===== src/rtl/mm_pkg.sv =====
// Shared types and helpers for the systolic matrix multiplier.
// Holds the controller state encoding and the product extension helper.
package mm_pkg;

    typedef enum logic [1:0] {
        IDLE,
        LOAD,
        DRAIN,
        OUTPUT
    } state_t;

    // Extend a w-bit product to 64 bits, sign-filling when sgn is set.
    function automatic logic [63:0] ext_prod(
        input logic [63:0] p,
        input int unsigned w,
        input logic        sgn
    );
        logic [63:0] r;
        r = p;
        for (int unsigned i = 0; i < 64; i++) begin
            if (i >= w) r[i] = sgn & p[w-1];
        end
        return r;
    endfunction

endpackage


===== src/rtl/systolic_mm_array_if.sv =====
// Operand, control and result bundle of the systolic multiplier.
// The driver side uses master, the array itself uses slave.
interface systolic_mm_array_if #(
    parameter int N          = 4,
    parameter int DATA_WIDTH = 8,
    parameter int ACC_WIDTH  = 20,
    parameter int K_WIDTH    = 8
);
    localparam int IW = (N > 1) ? $clog2(N) : 1;

    logic                    START;
    logic [K_WIDTH-1:0]      K_LEN;
    logic                    IN_VALID;
    logic                    IN_READY;
    logic [N*DATA_WIDTH-1:0] A_COL;
    logic [N*DATA_WIDTH-1:0] B_ROW;
    logic                    OUT_VALID;
    logic                    OUT_READY;
    logic [N*ACC_WIDTH-1:0]  OUT_ROW;
    logic [IW-1:0]           OUT_IDX;
    logic                    BUSY;
    logic                    DONE;

    modport master (
        output START, K_LEN, IN_VALID, A_COL, B_ROW, OUT_READY,
        input  IN_READY, OUT_VALID, OUT_ROW, OUT_IDX, BUSY, DONE
    );

    modport slave (
        input  START, K_LEN, IN_VALID, A_COL, B_ROW, OUT_READY,
        output IN_READY, OUT_VALID, OUT_ROW, OUT_IDX, BUSY, DONE
    );

endinterface


===== src/rtl/mm_pe.sv =====
// One processing element: multiply-accumulate plus operand forwarding.
// a moves right, b moves down, one register each per enabled cycle.
module mm_pe
    import mm_pkg::*;
#(
    parameter int DATA_WIDTH = 8,
    parameter int ACC_WIDTH  = 20,
    parameter int SIGNED     = 0
) (
    input  logic                  clk_i,
    input  logic                  rst_i,
    input  logic                  en_i,
    input  logic                  clr_i,
    input  logic [DATA_WIDTH-1:0] a_i,
    input  logic [DATA_WIDTH-1:0] b_i,
    output logic [DATA_WIDTH-1:0] a_o,
    output logic [DATA_WIDTH-1:0] b_o,
    output logic [ACC_WIDTH-1:0]  acc_o
);
    localparam int PW = 2 * DATA_WIDTH;

    logic [DATA_WIDTH-1:0] a_q;
    logic [DATA_WIDTH-1:0] b_q;
    logic [ACC_WIDTH-1:0]  acc_q;
    logic [PW-1:0]         prod;
    logic [ACC_WIDTH-1:0]  prod_x;

    // Full-width product, then extend or truncate to the accumulator.
    always_comb begin
        if (SIGNED != 0) begin
            prod = $signed(PW'($signed(a_i))) * $signed(PW'($signed(b_i)));
        end else begin
            prod = PW'(a_i) * PW'(b_i);
        end
        prod_x = ACC_WIDTH'(ext_prod(64'(prod), PW, SIGNED != 0));
    end

    // Operand pipeline and wrapping accumulator, cleared on job start.
    always_ff @(posedge clk_i) begin
        if (rst_i || clr_i) begin
            a_q   <= '0;
            b_q   <= '0;
            acc_q <= '0;
        end else if (en_i) begin
            a_q   <= a_i;
            b_q   <= b_i;
            acc_q <= acc_q + prod_x;
        end
    end

    assign a_o   = a_q;
    assign b_o   = b_q;
    assign acc_o = acc_q;

endmodule


===== src/rtl/systolic_mm_array.sv =====
// Output-stationary N x N systolic multiplier C = A * B, K set per job.
// Holds the controller, the input skew chains and the PE grid.
module systolic_mm_array
    import mm_pkg::*;
#(
    parameter int N          = 4,
    parameter int DATA_WIDTH = 8,
    parameter int ACC_WIDTH  = 20,
    parameter int K_WIDTH    = 8,
    parameter int SIGNED     = 0
) (
    input logic CLK,
    input logic RESET,
    systolic_mm_array_if.slave bus
);
    localparam int IW  = (N > 1) ? $clog2(N) : 1;
    localparam int DCW = $clog2(2 * N) + 1;
    localparam int DW  = DATA_WIDTH;
    localparam int AW  = ACC_WIDTH;

    state_t             state_q, state_d;
    logic [K_WIDTH-1:0] klen_q, klen_d;
    logic [K_WIDTH-1:0] kcnt_q, kcnt_d;
    logic [DCW-1:0]     dcnt_q, dcnt_d;
    logic [IW-1:0]      row_q, row_d;
    logic               done_q, done_d;

    logic            fire_in;
    logic            fire_out;
    logic            en;
    logic            clr;
    logic [N*DW-1:0] a_feed;
    logic [N*DW-1:0] b_feed;
    logic [N*AW-1:0] out_row;

    logic [DW-1:0] a_sk [N];
    logic [DW-1:0] b_sk [N];
    logic [DW-1:0] a_in [N][N];
    logic [DW-1:0] b_in [N][N];
    logic [DW-1:0] a_w  [N][N];
    logic [DW-1:0] b_w  [N][N];
    logic [AW-1:0] acc_w[N][N];

    assign fire_in  = (state_q == LOAD) && bus.IN_VALID;
    assign fire_out = (state_q == OUTPUT) && bus.OUT_READY;
    assign en       = fire_in || (state_q == DRAIN);
    assign clr      = (state_q == IDLE) && bus.START;
    assign a_feed   = (state_q == LOAD) ? bus.A_COL : '0;
    assign b_feed   = (state_q == LOAD) ? bus.B_ROW : '0;

    // Next-state logic for the job sequencer and its counters.
    always_comb begin
        state_d = state_q;
        klen_d  = klen_q;
        kcnt_d  = kcnt_q;
        dcnt_d  = dcnt_q;
        row_d   = row_q;
        done_d  = 1'b0;
        unique case (state_q)
            IDLE: begin
                if (bus.START) begin
                    klen_d = bus.K_LEN;
                    kcnt_d = '0;
                    dcnt_d = '0;
                    row_d  = '0;
                    if (bus.K_LEN == '0) begin
                        state_d = (N == 1) ? OUTPUT : DRAIN;
                    end else begin
                        state_d = LOAD;
                    end
                end
            end
            LOAD: begin
                if (fire_in) begin
                    kcnt_d = kcnt_q + K_WIDTH'(1);
                    if (kcnt_q == klen_q - K_WIDTH'(1)) begin
                        state_d = (N == 1) ? OUTPUT : DRAIN;
                    end
                end
            end
            DRAIN: begin
                dcnt_d = dcnt_q + DCW'(1);
                if (dcnt_q == DCW'(2 * N - 3)) state_d = OUTPUT;
            end
            OUTPUT: begin
                if (fire_out) begin
                    if (row_q == IW'(N - 1)) begin
                        state_d = IDLE;
                        row_d   = '0;
                        done_d  = 1'b1;
                    end else begin
                        row_d = row_q + IW'(1);
                    end
                end
            end
            default: state_d = IDLE;
        endcase
    end

    // Sequencer state register with synchronous reset.
    always_ff @(posedge CLK) begin
        if (RESET) begin
            state_q <= IDLE;
            klen_q  <= '0;
            kcnt_q  <= '0;
            dcnt_q  <= '0;
            row_q   <= '0;
            done_q  <= 1'b0;
        end else begin
            state_q <= state_d;
            klen_q  <= klen_d;
            kcnt_q  <= kcnt_d;
            dcnt_q  <= dcnt_d;
            row_q   <= row_d;
            done_q  <= done_d;
        end
    end

    for (genvar i = 0; i < N; i++) begin : g_skew
        if (i == 0) begin : g_direct
            assign a_sk[i] = a_feed[0 +: DW];
            assign b_sk[i] = b_feed[0 +: DW];
        end else begin : g_dly
            logic [DW-1:0] a_sh_q [i];
            logic [DW-1:0] b_sh_q [i];

            // Delay row/column i by i enabled cycles.
            always_ff @(posedge CLK) begin
                if (RESET || clr) begin
                    for (int m = 0; m < i; m++) begin
                        a_sh_q[m] <= '0;
                        b_sh_q[m] <= '0;
                    end
                end else if (en) begin
                    a_sh_q[0] <= a_feed[i*DW +: DW];
                    b_sh_q[0] <= b_feed[i*DW +: DW];
                    for (int m = 1; m < i; m++) begin
                        a_sh_q[m] <= a_sh_q[m-1];
                        b_sh_q[m] <= b_sh_q[m-1];
                    end
                end
            end

            assign a_sk[i] = a_sh_q[i-1];
            assign b_sk[i] = b_sh_q[i-1];
        end
    end

    for (genvar i = 0; i < N; i++) begin : g_row
        for (genvar j = 0; j < N; j++) begin : g_col
            if (j == 0) begin : g_a0
                assign a_in[i][j] = a_sk[i];
            end else begin : g_an
                assign a_in[i][j] = a_w[i][j-1];
            end
            if (i == 0) begin : g_b0
                assign b_in[i][j] = b_sk[j];
            end else begin : g_bn
                assign b_in[i][j] = b_w[i-1][j];
            end

            mm_pe #(
                .DATA_WIDTH(DW),
                .ACC_WIDTH (AW),
                .SIGNED    (SIGNED)
            ) u_pe (
                .clk_i(CLK),
                .rst_i(RESET),
                .en_i (en),
                .clr_i(clr),
                .a_i  (a_in[i][j]),
                .b_i  (b_in[i][j]),
                .a_o  (a_w[i][j]),
                .b_o  (b_w[i][j]),
                .acc_o(acc_w[i][j])
            );
        end
    end

    // Select the accumulator row currently being presented.
    always_comb begin
        out_row = '0;
        for (int j = 0; j < N; j++) begin
            out_row[j*AW +: AW] = acc_w[row_q][j];
        end
    end

    assign bus.IN_READY  = (state_q == LOAD);
    assign bus.OUT_VALID = (state_q == OUTPUT);
    assign bus.OUT_ROW   = out_row;
    assign bus.OUT_IDX   = row_q;
    assign bus.BUSY      = (state_q != IDLE);
    assign bus.DONE      = done_q;

endmodule


===== src/flat_wrapper.sv =====
// flat-port wrapper written by rule: the top's interface ports become plain ports
module systolic_mm_array_flat import mm_pkg::*;
#(
    parameter int N          = 4,
    parameter int DATA_WIDTH = 8,
    parameter int ACC_WIDTH  = 20,
    parameter int K_WIDTH    = 8,
    parameter int SIGNED     = 0
)
  (CLK, RESET, bus_START, bus_K_LEN, bus_IN_VALID, bus_A_COL, bus_B_ROW, bus_OUT_READY, bus_IN_READY, bus_OUT_VALID, bus_OUT_ROW, bus_OUT_IDX, bus_BUSY, bus_DONE);
  systolic_mm_array_if #(.N(N), .DATA_WIDTH(DATA_WIDTH), .ACC_WIDTH(ACC_WIDTH), .K_WIDTH(K_WIDTH)) bus_i ();
  input logic CLK;
  input logic RESET;
  input wire logic [$bits(bus_i.START)-1:0] bus_START;
  input wire logic [$bits(bus_i.K_LEN)-1:0] bus_K_LEN;
  input wire logic [$bits(bus_i.IN_VALID)-1:0] bus_IN_VALID;
  input wire logic [$bits(bus_i.A_COL)-1:0] bus_A_COL;
  input wire logic [$bits(bus_i.B_ROW)-1:0] bus_B_ROW;
  input wire logic [$bits(bus_i.OUT_READY)-1:0] bus_OUT_READY;
  output wire logic [$bits(bus_i.IN_READY)-1:0] bus_IN_READY;
  output wire logic [$bits(bus_i.OUT_VALID)-1:0] bus_OUT_VALID;
  output wire logic [$bits(bus_i.OUT_ROW)-1:0] bus_OUT_ROW;
  output wire logic [$bits(bus_i.OUT_IDX)-1:0] bus_OUT_IDX;
  output wire logic [$bits(bus_i.BUSY)-1:0] bus_BUSY;
  output wire logic [$bits(bus_i.DONE)-1:0] bus_DONE;
  assign bus_i.START = bus_START;
  assign bus_i.K_LEN = bus_K_LEN;
  assign bus_i.IN_VALID = bus_IN_VALID;
  assign bus_i.A_COL = bus_A_COL;
  assign bus_i.B_ROW = bus_B_ROW;
  assign bus_i.OUT_READY = bus_OUT_READY;
  assign bus_IN_READY = bus_i.IN_READY;
  assign bus_OUT_VALID = bus_i.OUT_VALID;
  assign bus_OUT_ROW = bus_i.OUT_ROW;
  assign bus_OUT_IDX = bus_i.OUT_IDX;
  assign bus_BUSY = bus_i.BUSY;
  assign bus_DONE = bus_i.DONE;
  systolic_mm_array #(.N(N), .DATA_WIDTH(DATA_WIDTH), .ACC_WIDTH(ACC_WIDTH), .K_WIDTH(K_WIDTH), .SIGNED(SIGNED)) u_core (.CLK(CLK), .RESET(RESET), .bus(bus_i));
endmodule

===== config.mk =====
export PLATFORM = sky130hd
export DESIGN_NAME = systolic_mm_array_flat
export DESIGN_NICKNAME = d
export VERILOG_FILES = /design/src/rtl/mm_pkg.sv /design/src/rtl/systolic_mm_array_if.sv /design/src/rtl/mm_pe.sv /design/src/rtl/systolic_mm_array.sv /design/src/flat_wrapper.sv
export SDC_FILE = /design/constraint.sdc
export NUM_CORES = 2
export LEC_CHECK = 0
export ABC_AREA = 0
export CORE_ASPECT_RATIO = 0.8
export CORE_MARGIN = 10
export CORE_UTILIZATION = 45
export CTS_BUF_LIST = sky130_fd_sc_hd__clkbuf_4 sky130_fd_sc_hd__clkbuf_8
export CTS_CLUSTER_DIAMETER = 60
export DETAILED_ROUTE_END_ITERATION = 10
export PLACE_DENSITY = 0.61
export SLEW_MARGIN = 5
export SYNTH_ARGS = -nofsm -noshare
export SYNTH_HDL_FRONTEND = slang
export SYNTH_SLANG_ARGS = --single-unit

===== constraint.sdc =====
create_clock -name CLK -period 11.3 [get_ports CLK]
set_clock_uncertainty 0.1 [all_clocks]
set_input_delay 2.26 -clock CLK [delete_from_list [all_inputs] [get_ports CLK]]
set_output_delay 2.26 -clock CLK [all_outputs]
set_load 0.02 [all_outputs]

==> results.py <==
metrics = {
    "synth": {
        "syn_area_per_cell_um2": 8.47,
        "synth-edff-count": 96,
        "synthCells": 7896,
        "synthesis.nets": 9439,
        "syn_area_um2": 66900,
        "synth_flop_cell": "dfxtp_1",
        "ys_seq_elements": 633,
        "yosysSeqAreaShare_pct": 20.4,
        "synth.distinct_cells": 76,
        "ys_warn_count": 0,
        "async_flop_share_pct": 0,
    },
    "pwr": {
        "ir_drop_uv": 132,
        "powerDensity_nw_per_um2": 96.2,
        "p_leak_nw": 34.0,
    },
    "placed_design": {
        "dp_hpwl_um": 144000,
        "gp_congestion": 0.882,
        "io_buffer_count": 162,
        "dp_slack_ns": 3.89,
    },
    "clocking": {
        "clock_latency_ns": 0.86,
        "cts-root-buf": "clkbuf_8",
        "htreeDepth": 3,
        "cts-resized-gates": 0,
        "cts-buffers-inserted": 114,
        "cts_hold_buf": 0,
        "clockBufferDepth": 3,
        "cts.reportedPaths.clkPinSlew_ns": 0.06,
        "cts_setup_buffers": 0,
        "clkSinkCount": 633,
        "cts_tree": "built",
    },
    "timing": {
        "worstMarginPinSlew_ns": 1.25,
        "fin_ws_ns": 4.69,
        "final_hold_viol_count": 0,
        "max_slew_margin_pct": 14.8,
        "setup_viol": 0,
        "fmax_mhz": 151,
        "slew_viol_final": 0,
        "fin_crit_ns": 6.61,
        "fin_tns_setup_ns": 0,
        "fin_crit_sh_pct": 58.5,
        "rsz0062_at_grt": "no",
    },
    "cells_and_area": {
        "drive_gt1_share_pct": 4.33,
        "layout_common_cells": "inv_1 (1606), nand2_1 (1278), fa_1 (800)",
        "fin_nets": 9362,
        "layout_commonest_cell": "inv_1",
        "area.growth.synth_to_final_pct": 8.33,
    },
    "floorplanning": {
        "rows": 126,
        "initial_utilization_pct": 45.3,
        "core_region_area_um2": 148000,
        "die_area_um2": 165000,
        "pin_count": 163,
        "die_w_um": 451,
        "fp.dieH_um": 365,
    },
    "outcome": {
        "status": "completed",
    },
    "worst_setup_path": {
        "r2r_setup_slack_ns": 4.98,
        "crit_path_start_kind": "input port",
        "r2r-start": "u_core.state_q[1]",
        "r2r_end": "u_core.g_row[0].g_col[0].u_pe.acc_o[19]",
        "cp_max_fo": 5,
        "cp.arrival_ns": 7.21,
        "critPathKind": "in -> reg",
        "ff2ff_path_depth": 21,
        "cp_data_required_time_ns": 11.90,
        "cpPeakStageDelay_ns": 0.59,
        "path_cells": "clkdlybuf4s50_1, and2_1, nand2_1, fa_1, inv_1, fa_1, ha_1, inv_1, fa_1, inv_1, ha_1, a21o_1, a21o_1, a2111o_1, a31oi_1, o31a_1, o21bai_1, xnor2_1, o21ai_0",
        "crit_slowest_cell": "clkdlybuf4s50_1",
        "end_kind": "flip-flop",
    },
    "global_routing": {
        "grt_pass1_vias": 53395,
        "gr-total-overflow": 0,
        "antenna_found_initial": 10,
        "grt_usage_pct": 22.9,
        "grt_pass1_wl_um": 303000,
        "grt_max_degree": 165,
    },
    "drt": {
        "drtAntennaViolNets": 0,
        "drc_errors": 0,
        "routedWlPerCell_um": 18.9,
        "dr.pass1.iters": 6,
        "vias_per_cell": 5.25,
        "first_iter_violations": 3521,
        "drt-total-wl_um": 187000,
        "vias": 51987,
    },
    "min_path": {
        "holdPathStages": 2,
        "hp-class": "reg -> reg",
        "min_from": "u_core.g_row[1].g_col[1].u_pe.acc_o[5]",
        "min_to": "u_core.g_row[1].g_col[1].u_pe.acc_o[5]",
    },
    "job": {
        "cap_violations": 0,
    },
}
## sequential cells by signal, indices dropped and copies added, names as in the netlist
| signal | cells |
|---|---|
| u_core.bus.OUT_IDX | 2 |
| u_core.klen_q | 8 |
| u_core.g_skew.g_dly.b_sh_q | 48 |
| u_core.kcnt_q | 8 |
| u_core.dcnt_q | 4 |
| u_core.bus.DONE | 1 |
| u_core.g_row.g_col.u_pe.b_o | 96 |
| u_core.g_skew.g_dly.a_sh_q | 48 |
| u_core.g_row.g_col.u_pe.acc_o | 320 |
| u_core.g_row.g_col.u_pe.a_o | 96 |
| u_core.state_q | 2 |
## through the flow
step | std cells | hold slack (ns) | power [mW] | utilization, % | area [µm²]
after floorplan | 7896 | 0.337 | 3.81 | - | 66900
final | 9902 | 0.372 | 6.97 | 49.1 | 72500
after detailed placement | 9687 | 0.361 | 4.50 | 47.4 | 69900
after global placement | 9687 | 0.351 | 4.48 | 47.4 | 69900
after CTS | 9898 | 0.372 | 7.03 | 49.1 | 72500
after global routing | 9901 | 0.385 | 7.32 | 49.1 | 72500
## logic make-up after synthesis
| logic type | Yosys count | share of synthesized area [%] |
|---|---|---|
| adder cells (fa/ha/maj) | 1466 | 36.4 |
| flip-flops | 633 | 20.4 |
| XOR/XNOR | 183 | 2.40 |
| buffers and inverters | 1991 | 11.2 |
| AO/OA/AOI/OAI | 1053 | 9.42 |
| AND/OR/NAND/NOR | 2480 | 17.3 |
| multiplexers | 90 | 2.85 |
## routing by layer
| layer | GRT usage, % | vias up | wire length (µm) |
|---|---|---|---|
| met2 | 37.2 | 1250 | 85700 |
| met4 | 6.28 | 6 | 5360 |
| li1 | - | 24571 | - |
| met5 | 0 | - | 46 |
| met3 | 3.81 | 279 | 10500 |
| met1 | 31.6 | 25881 | 85600 |
## how the worst max path moves through the flow
stage	start	to	slack [ns]
finish	bus_B_ROW[1]	u_core.g_row[0].g_col[0].u_pe.acc_o[16]	4.69
global route	bus_A_COL[6]	u_core.g_row[0].g_col[0].u_pe.acc_o[19]	4.42
CTS	bus_B_ROW[1]	u_core.g_row[0].g_col[0].u_pe.acc_o[16]	4.81
detailed placement	bus_B_ROW[1]	u_core.g_row[0].g_col[0].u_pe.acc_o[16]	3.89
global placement	bus_B_ROW[1]	u_core.g_row[0].g_col[0].u_pe.acc_o[18]	3.95
floorplan	bus_A_COL[6]	u_core.g_row[0].g_col[0].u_pe.acc_o[19]	4.83
## critical path: cells and delay by family
kind | cells | cell delay (ns)
AOI/OAI and AO/OA | 7 | 1.66
buffers and inverters | 4 | 0.75
xor gates and xnor gates | 1 | 0.18
and+or+nand+nor | 2 | 0.39
adders and majority gates | 5 | 1.98
## layout make-up
| type | count | area, µm² |
|---|---|---|
| inverters | 1607 | 6040 |
| well taps | 1984 | 2480 |
| clock inverters | 54 | 558 |
| diodes | 4 | 10.0 |
| flip-flops and latches | 633 | 13600 |
| fillers | 14260 | 75100 |
| repair buffers | 191 | 1890 |
| multi-input cells | 5272 | 45800 |
| clock buffers | 157 | 2020 |
## Yosys cell counts, types with 7 or more instances
cell / count / area, µm²
inv_1: 1606 / 6030
nand2_1: 1279 / 4800
fa_1: 800 / 16000
ha_1: 666 / 8330
dfxtp_1: 537 / 10800
and2_1: 524 / 3280
a21oi_1: 517 / 2590
clkbuf_1: 322 / 1210
nor2_1: 233 / 875
o21ai_0: 168 / 841
and3_1: 153 / 957
xnor2_1: 101 / 885
edfxtp_1: 96 / 2880
xor2_1: 82 / 718
mux4_2: 80 / 1800
nand3_1: 70 / 350
a211oi_1: 64 / 480
a21o_1: 61 / 458
nor3_1: 61 / 305
nand2b_1: 48 / 300
buf_1: 38 / 143
a31oi_1: 33 / 206
o21a_1: 33 / 248
nor2b_1: 32 / 200
or3_1: 29 / 181
buf_2: 24 / 120
o211ai_1: 19 / 143
o22ai_1: 19 / 119
o21bai_1: 18 / 135
nand4_1: 16 / 100
o31ai_1: 11 / 82.6
a32o_1: 10 / 100
nor4_1: 10 / 62.6
a21boi_0: 9 / 67.6
a211o_1: 8 / 70.1
mux2i_1: 8 / 80.1
nor3b_1: 8 / 60.1
o21ai_1: 8 / 40.0
a221o_1: 7 / 70.1
a311oi_1: 7 / 61.3
o31a_1: 7 / 61.3
## where the power goes
group / internal, mW / total, mW / switching, mW
combinational: 0.422 / 1.59 / 1.17
sequential: 2.50 / 2.86 / 0.368
clock: 1.39 / 2.51 / 1.12
total: 4.31 / 6.97 / 2.66
No activity file was read; power rests on OpenSTA's default activity.
